`src/rtl/uart_block_sequencer.sv`:
```
// uart_block_sequencer
// Frames the UART receive byte stream into BLOCK_BYTES-wide blocks for the
// crypto core, then streams the core's result block back out through the
// UART transmitter, most significant byte first. Only one block is in
// flight at a time; bytes arriving while a block is busy are dropped and
// flagged. A partial block that stalls too long is discarded.

module uart_block_sequencer #(
    parameter int BLOCK_BYTES    = 16,
    parameter int TIMEOUT_CYCLES = 1_000_000
) (
    input  logic                     clock_fpga,
    input  logic                     reset_n,
    input  logic                     rx_valid,
    input  logic [7:0]               rx_data,
    output logic [8*BLOCK_BYTES-1:0] blk_data,
    output logic                     blk_valid,
    input  logic                     blk_ready,
    input  logic [8*BLOCK_BYTES-1:0] res_data,
    input  logic                     res_valid,
    output logic                     res_ready,
    output logic [7:0]               tx_data,
    output logic                     tx_start,
    input  logic                     tx_busy,
    output logic                     busy,
    output logic                     timeout_err,
    output logic                     overrun_err
);

    localparam int BLK_W = 8 * BLOCK_BYTES;
    localparam int CNT_W = $clog2(BLOCK_BYTES + 1);
    localparam int TMO_W = $clog2(TIMEOUT_CYCLES + 1);

    typedef enum logic [2:0] {
        IDLE,
        COLLECT,
        ISSUE,
        WAIT_RES,
        SEND,
        SEND_WAIT
    } state_t;

    state_t           state;
    state_t           state_nxt;
    logic [CNT_W-1:0] byte_cnt;
    logic [TMO_W-1:0] tmo_cnt;
    logic [BLK_W-1:0] shift_reg;
    logic             seen_busy;

    logic store_byte;
    logic last_byte;
    logic tmo_fire;
    logic drop_byte;
    logic capture_res;
    logic launch_tx;
    logic advance_tx;

    // byte_cnt is the receive slot while collecting and the transmit index while sending
    assign last_byte = (byte_cnt == CNT_W'(BLOCK_BYTES - 1));

    // State register
    always_ff @(posedge clock_fpga or negedge reset_n) begin
        if (!reset_n) begin
            state <= IDLE;
        end else begin
            state <= state_nxt;
        end
    end

    // Next-state decode and the single-cycle action strobes that drive the datapath
    always_comb begin
        state_nxt   = state;
        store_byte  = 1'b0;
        tmo_fire    = 1'b0;
        drop_byte   = 1'b0;
        capture_res = 1'b0;
        launch_tx   = 1'b0;
        advance_tx  = 1'b0;
        case (state)
            IDLE: begin
                if (rx_valid) begin
                    store_byte = 1'b1;
                    state_nxt  = COLLECT;
                end
            end
            COLLECT: begin
                // An arriving byte always beats the timeout terminal count.
                // The counter fires on the idle edge that would take it to TIMEOUT_CYCLES-1.
                if (rx_valid) begin
                    store_byte = 1'b1;
                    if (last_byte) begin
                        state_nxt = ISSUE;
                    end
                end else if (tmo_cnt == TMO_W'(TIMEOUT_CYCLES - 2)) begin
                    tmo_fire  = 1'b1;
                    state_nxt = IDLE;
                end
            end
            ISSUE: begin
                drop_byte = rx_valid;
                if (blk_ready) begin
                    state_nxt = WAIT_RES;
                end
            end
            WAIT_RES: begin
                drop_byte = rx_valid;
                if (res_valid) begin
                    capture_res = 1'b1;
                    state_nxt   = SEND;
                end
            end
            SEND: begin
                drop_byte = rx_valid;
                if (!tx_busy) begin
                    launch_tx = 1'b1;
                    state_nxt = SEND_WAIT;
                end
            end
            SEND_WAIT: begin
                // Require a full busy high->low cycle so a byte is never skipped
                drop_byte = rx_valid;
                if (seen_busy && !tx_busy) begin
                    advance_tx = 1'b1;
                    state_nxt  = last_byte ? IDLE : SEND;
                end
            end
            default: begin
                state_nxt = IDLE;
            end
        endcase
    end

    // Byte slot and inter-byte timeout counters; always cleared explicitly, never wrap
    always_ff @(posedge clock_fpga or negedge reset_n) begin
        if (!reset_n) begin
            byte_cnt <= '0;
            tmo_cnt  <= '0;
        end else begin
            if (store_byte) begin
                byte_cnt <= last_byte ? '0 : byte_cnt + CNT_W'(1);
                tmo_cnt  <= '0;
            end else if (tmo_fire) begin
                byte_cnt <= '0;
                tmo_cnt  <= '0;
            end else if (state == COLLECT) begin
                tmo_cnt <= tmo_cnt + TMO_W'(1);
            end
            if (capture_res) begin
                byte_cnt <= '0;
            end else if (advance_tx) begin
                byte_cnt <= last_byte ? '0 : byte_cnt + CNT_W'(1);
            end
        end
    end

    // Block assembly: first received byte lands in the most significant slot
    always_ff @(posedge clock_fpga or negedge reset_n) begin
        if (!reset_n) begin
            blk_data <= '0;
        end else if (store_byte) begin
            for (int i = 0; i < BLOCK_BYTES; i++) begin
                if (byte_cnt == CNT_W'(i)) begin
                    blk_data[8*(BLOCK_BYTES-1-i) +: 8] <= rx_data;
                end
            end
        end
    end

    // Transmit path: result shift register, held tx byte and busy-seen tracker
    always_ff @(posedge clock_fpga or negedge reset_n) begin
        if (!reset_n) begin
            shift_reg <= '0;
            tx_data   <= '0;
            seen_busy <= 1'b0;
        end else begin
            if (capture_res) begin
                shift_reg <= res_data;
            end else if (advance_tx) begin
                shift_reg <= shift_reg << 8;
            end
            if (launch_tx) begin
                tx_data   <= shift_reg[BLK_W-1 -: 8];
                seen_busy <= 1'b0;
            end else if (state == SEND_WAIT && tx_busy) begin
                seen_busy <= 1'b1;
            end
        end
    end

    // Registered handshake, status and pulse outputs derived from the upcoming state
    always_ff @(posedge clock_fpga or negedge reset_n) begin
        if (!reset_n) begin
            blk_valid   <= 1'b0;
            res_ready   <= 1'b0;
            tx_start    <= 1'b0;
            busy        <= 1'b0;
            timeout_err <= 1'b0;
            overrun_err <= 1'b0;
        end else begin
            blk_valid   <= (state_nxt == ISSUE);
            res_ready   <= (state_nxt == WAIT_RES);
            tx_start    <= launch_tx;
            busy        <= (state_nxt != IDLE);
            timeout_err <= tmo_fire;
            overrun_err <= drop_byte;
        end
    end

endmodule
```
`config.mk`:
```
export PLATFORM = sky130hd
export DESIGN_NAME = uart_block_sequencer
export DESIGN_NICKNAME = d
export VERILOG_FILES = /design/src/rtl/uart_block_sequencer.sv
export SDC_FILE = /design/constraint.sdc
export NUM_CORES = 1
export LEC_CHECK = 0
export ABC_AREA = 1
export BUFFER_PORTS_ARGS = -buffer_cell sky130_fd_sc_hd__buf_4
export CORE_MARGIN = 4
export CORE_UTILIZATION = 55
export CTS_CLUSTER_SIZE = 40
export DETAILED_ROUTE_END_ITERATION = 12
export GPL_TIMING_DRIVEN = 0
export PLACE_DENSITY = 0.83
export REMOVE_ABC_BUFFERS = 1
export SYNTH_ARGS = -nofsm -noshare
export SYNTH_HDL_FRONTEND = slang
export SYNTH_SLANG_ARGS = --single-unit
```
`constraint.sdc`:
```
create_clock -name clock_fpga -period 5.2 [get_ports clock_fpga]
set_input_delay 1.04 -clock clock_fpga [delete_from_list [all_inputs] [get_ports clock_fpga]]
set_output_delay 1.04 -clock clock_fpga [all_outputs]
set_load 0.02 [all_outputs]
```
==> flow_summary.json, run 1 <==
{
  "status": "complete, no violations",
  "numCtsBuffers": 30,
  "placed_cell_area_um2": 15170,
  "cts_tree": "built",
  "root_buffer": "clkbuf_16",
  "drv_cap": 0,
  "grt_pass1_vias": 10550,
  "clk_pin_slew_ns": 0.06,
  "fin_area_um2": 16240,
  "wl_per_cell_um": 16.47,
  "route.detailed.drc": 0,
  "wl_mm": 32.96,
  "final_common_cell": "o21ai_0",
  "die_h_um": 161.1,
  "vias_per_cell": 5.434,
  "antenna_found_initial": 0,
  "start_kind": "flip-flop",
  "num_vias": 10880,
  "diodes": 0,
  "cpMaxStageDelayCell": "nor2_4",
  "gp_congestion": 0.8536,
  "clock_latency_ns": 0.54,
  "rsz0062_at_grt": "false",
  "grt_overflow": 0,
  "die_w_um": 161.1,
  "fin_cells": 2002,
  "cts.sinks": 299,
  "crit_required_ns": 5.59,
  "fin_util": 0.7110,
  "hold_viol_final": 0,
  "fin_crit_sh": 0.4570,
  "ios": 284,
  "syn_inst": 1429,
  "area_delta_synth_final_pct": 25.99,
  "portBuffers": 283,
  "synth-seq-cells": 299,
  "start_util": 0.5643,
  "finalNetCount": 1817,
  "post-route-min-period_ns": 2.376,
  "worstSetupPathType": "reg2reg",
  "drt_first_pass_iters": 5,
  "layout-drive-gt1-share": 0.2268,
  "avgSynthCellArea_um2": 9.022,
  "htreeDepth": 1,
  "path_max_fanout": 16,
  "hold_class": "in2async",
  "cp_cell_sequence": "inv_1 > ha_1 > nand2_2 > nor2_4 > nand3_2 > nand2_1 > o21ai_1",
  "powerDensity_nw_per_um2": 590.9,
  "yosysWarnings": 0,
  "cts_buffer_depth": 3,
  "p_leak_nw": 8.113,
  "yosysUniqueCellTypes": 33,
  "ctsResizeCount": 0,
  "post-cts-setup-buffers": 0,
  "maxSlewHeadroom": 0.3223,
  "row_count": 55,
  "ys_seq_area_frac": 0.5804,
  "dp.final_hpwl_mm": 22.09,
  "ir_drop_mv": 0.3499,
  "grt_pass1_wl_mm": 53.26,
  "max_freq_mhz": 420.8,
  "grt_max_degree": 128,
  "finalPower_w": 0.009598,
  "die-area_um2": 25950,
  "cts.hold.buffers_added": 0,
  "dp.cells": 1948,
  "final_cell_mix": "o21ai_0 (334), dfrtp_1 (299), buf_4 (282)",
  "core_region_area_um2": 22850,
  "drt_iter0_drc": 1024,
  "finalClockSkew_ns": 0.006373,
  "ant_nets": 0,
  "worst_slew_pin_slew_ns": 1.010,
  "end_kind": "flip-flop",
  "finalSetupViolCount": 0,
  "final_max_slew_viol_count": 0,
  "max_stage_delay_ns": 0.56,
  "worst_slack_ns": 2.824,
  "place_ws_ns": 2.343,
  "crit_arrival_ns": 2.77,
  "syn_area_um2": 12890,
  "grt_use_total": 0.2480
}
## cell usage after synthesis, drive strengths merged
master | n | area share
a211oi | 1 | 0.00097
a21oi | 4 | 0.0016
a31oi | 1 | 0.00049
a41oi | 1 | 0.00068
buf | 38 | 0.018
clkbuf | 45 | 0.015
clkinv | 1 | 0.00029
dfrtp | 299 | 0.58
ha | 8 | 0.0078
inv | 184 | 0.054
nand2 | 220 | 0.066
nand3 | 37 | 0.025
nand3b | 1 | 0.00058
nand4 | 8 | 0.0039
nor2 | 47 | 0.016
nor3 | 15 | 0.0070
nor3b | 1 | 0.00058
o2111ai | 2 | 0.0014
o21ai | 511 | 0.20
o21bai | 1 | 0.00058
xnor2 | 1 | 0.00068
xor2 | 3 | 0.0020
## per-layer routing
layer | share of wire | routed length (µm) | up-vias | global-route usage
met5 | 0 | 0 | - | 0
met4 | 0.026 | 867 | 0 | 0.07251
met3 | 0.10 | 3445 | 60 | 0.07629
met2 | 0.47 | 15340 | 437 | 0.4002
met1 | 0.40 | 13310 | 5206 | 0.3279
li1 | - | - | 5175 | -
## power by group
part	internal, W	switching (W)	total, W
registers	0.00335	0.000482	0.00384
clock network	0.00141	0.000886	0.00230
logic	0.00130	0.00216	0.00346
total	0.00607	0.00353	0.00960
## cell families after synthesis
logic type / synth area share
flops: 0.5804
fa+ha+maj: 0.007764
xor+xnor: 0.002718
simple gates: 0.1189
compound gates: 0.2040
buf+inv: 0.08628
## cell type report
class                           count  area, µm²
Clock buffer                       40      869.6
Clock inverter                     14      200.2
Fill cell                        1725       6604
Inverter                          185      696.9
Multi-Input combinational cell    862       4313
Sequential cell                   299       7482
Tap cell                          313      391.6
Timing Repair Buffer              289       2290
## final timing paths
check | from | endpoint | slack, ns | depth (start not counted)
setup / recovery | state[2] | blk_data[84] | 2.82 | 7
hold / removal | reset_n | blk_data[55] | 0.41 | 1
setup reg to reg | state[2] | blk_data[84] | 2.82 | 7
hold reg to reg | tx_data[2] | tx_data[2] | 0.49 | 2
max in group asynchronous | reset_n | blk_data[6] | 3.39 | 3
min in group clock_fpga | tx_data[2] | tx_data[2] | 0.49 | 2
## metrics by stage
stage	setup TNS, ns	hold slack (ns)
final	0	0.4053
after CTS	0	0.4118
after global placement	-819.25	0.4675
after detailed placement	0	0.4746
after global routing	0	0.4179
after floorplan	-289.71	0.4651
## critical path, delay by kind of cell (launching register included)
| kind | cells | cell delay [ns] |
|---|---|---|
| AO/OA/AOI/OAI | 1 | 0.08 |
| adder cells (fa/ha/maj) | 1 | 0.19 |
| buffers and inverters | 1 | 0.16 |
| flip-flops | 1 | 0.45 |
| AND/OR/NAND/NOR | 4 | 1.35 |
No activity file was read; power rests on OpenSTA's default activity.
==> run 2, diff against run 1 <==
CORE_UTILIZATION = 54   (was 55)
PLACE_DENSITY = 0.81   (was 0.83)
clock period = 2.42 ns   (was 5.2 ns; I/O delays follow)
==> flow_summary.json, run 2 (synthesized netlist as in run 1, its figures left out) <==
{
  "num_vias": 10810,
  "crit_arrival_ns": 2.72,
  "final.fill_count": 1785,
  "finalNetCount": 1826,
  "max_freq_mhz": 447.0,
  "grt_pass1_wl_mm": 51.96,
  "vias_per_cell": 5.362,
  "rsz0062_at_grt": "false",
  "cpMaxStageDelayCell": "dfrtp_1",
  "p_leak_nw": 8.117,
  "ir_drop_mv": 0.6832,
  "status": "complete, no violations",
  "diodes": 0,
  "gp_congestion": 0.8583,
  "grt_max_degree": 116,
  "start_util": 0.5493,
  "finalSetupViolCount": 0,
  "end_kind": "flip-flop",
  "place_ws_ns": -0.1898,
  "ant_nets": 0,
  "grt_pass1_vias": 10240,
  "core_region_area_um2": 23470,
  "path_max_fanout": 95,
  "worstSetupPathType": "reg2reg",
  "final_max_slew_viol_count": 0,
  "drt_iter0_drc": 969,
  "die-area_um2": 26410,
  "post-route-min-period_ns": 2.237,
  "crit_required_ns": 2.90,
  "route.detailed.drc": 0,
  "powerDensity_nw_per_um2": 1249,
  "numCtsBuffers": 30,
  "cts.sinks": 299,
  "hold_class": "in2reg",
  "drv_cap": 0,
  "layout-drive-gt1-share": 0.2276,
  "worst_slack_ns": 0.1826,
  "wl_per_cell_um": 16.30,
  "antenna_found_initial": 0,
  "cts_buffer_depth": 3,
  "hold_viol_final": 0,
  "final_cell_mix": "o21ai_0 (334), dfrtp_1 (299), buf_4 (289)",
  "dp.final_hpwl_mm": 21.70,
  "area_delta_synth_final_pct": 26.15,
  "clock_latency_ns": 0.55,
  "htreeDepth": 1,
  "cp_cell_sequence": "inv_2 > nor3_4 > nand2_8 > buf_16 > clkinv_2 > a211oi_2 > nand2_1 > nand2_1",
  "worst_slew_pin_slew_ns": 0.8617,
  "grt_use_total": 0.2407,
  "fin_crit_sh": 0.9245,
  "start_kind": "flip-flop",
  "die_w_um": 162.5,
  "finalClockSkew_ns": 0.01462,
  "wl_mm": 32.84,
  "crit_top_cell": "nand2_1",
  "root_buffer": "clkbuf_16",
  "cts_tree": "built",
  "final_common_cell": "o21ai_0",
  "die_h_um": 162.5,
  "drt_first_pass_iters": 6,
  "clk_pin_slew_ns": 0.06,
  "row_count": 56,
  "maxSlewHeadroom": 0.4217,
  "portBuffers": 283,
  "grt_overflow": 0,
  "ios": 284,
  "max_stage_delay_ns": 0.41,
  "finalSetupTns_ns": 0
}
-- run 2: cell count changes in the layout (fill, tap and decap cells not counted), moves of 2 or more --
| cell | previous run | this run |
|---|---|---|
| clkinvlp_4 | 2 | 0 |
| bufinv_16 | 5 | 1 |
| clkbuf_1 | 3 | 8 |
| nand2_8 | 0 | 2 |
| clkinv_2 | 7 | 4 |
| clkbuf_8 | 6 | 9 |
| buf_4 | 282 | 289 |
-- run 2: critical path: cells and delay by family (launching register included) --
kind            cells  cell delay [ns]
compound gates      1             0.37
simple gates        4             0.52
flops               1             0.41
buf+inv             3             0.80
-- run 2: worst paths after layout --
check	startpoint	to	slack (ns)	cells after the start
hold reg to reg	blk_data[70]	blk_data[70]	0.49	2
max in group asynchronous	reset_n	blk_data[80]	0.88	3
setup / recovery	state[1]	byte_cnt[0]	0.18	8
setup reg to reg	state[1]	byte_cnt[0]	0.18	8
min in group asynchronous	reset_n	blk_data[10]	0.53	2
hold / removal	res_data[6]	shift_reg[6]	0.15	3
-- run 2: final cells by class --
class | instances | area [µm²] | area share
timing repair buffer | 297 | 2360 | 0.1451
sequential | 299 | 7482 | 0.4600
inverter | 185 | 698.2 | 0.04293
clock buffer | 48 | 929.6 | 0.05716
clock inverter | 4 | 45.04 | 0.002769
multi-input combinational | 863 | 4350 | 0.2675
tap | 319 | 399.1 | 0.02454
-- run 2: timing repair --
item                       CTS  global route
gates cloned                 0             1
gates resized for setup      2             3
setup endpoints to repair   91           136
pin swaps                    0             3
hold buffers                 1             0
hold endpoints to repair    34             0
buffers inserted             0             7
-- run 2: per-stage QoR --
step	total power [W]	util	area (µm²)	hold slack, ns	cells
after floorplan	0.01257	-	12470	0.1884	1346
after global placement	0.01538	0.6390	15000	0.4684	1948
after detailed placement	0.01567	0.6471	15190	0.4761	1954
after CTS	0.02031	0.6894	16180	0.1304	2007
after global routing	0.02167	0.6929	16260	0.1381	2015
final	0.02032	0.6929	16260	0.1450	2015
-- run 2: per-layer routing --
layer / share of wire / vias up / GRT usage
met5: 0 / - / 0
met4: 0.024 / 0 / 0.07151
met3: 0.10 / 57 / 0.07264
met2: 0.47 / 430 / 0.3869
met1: 0.40 / 5128 / 0.3195
li1: - / 5190 / -
-- run 2: report_power, final --
group / total, W / internal [W] / switching (W)
combinational: 0.00749 / 0.00287 / 0.00462
sequential: 0.00823 / 0.00720 / 0.00103
clock: 0.00459 / 0.00270 / 0.00188
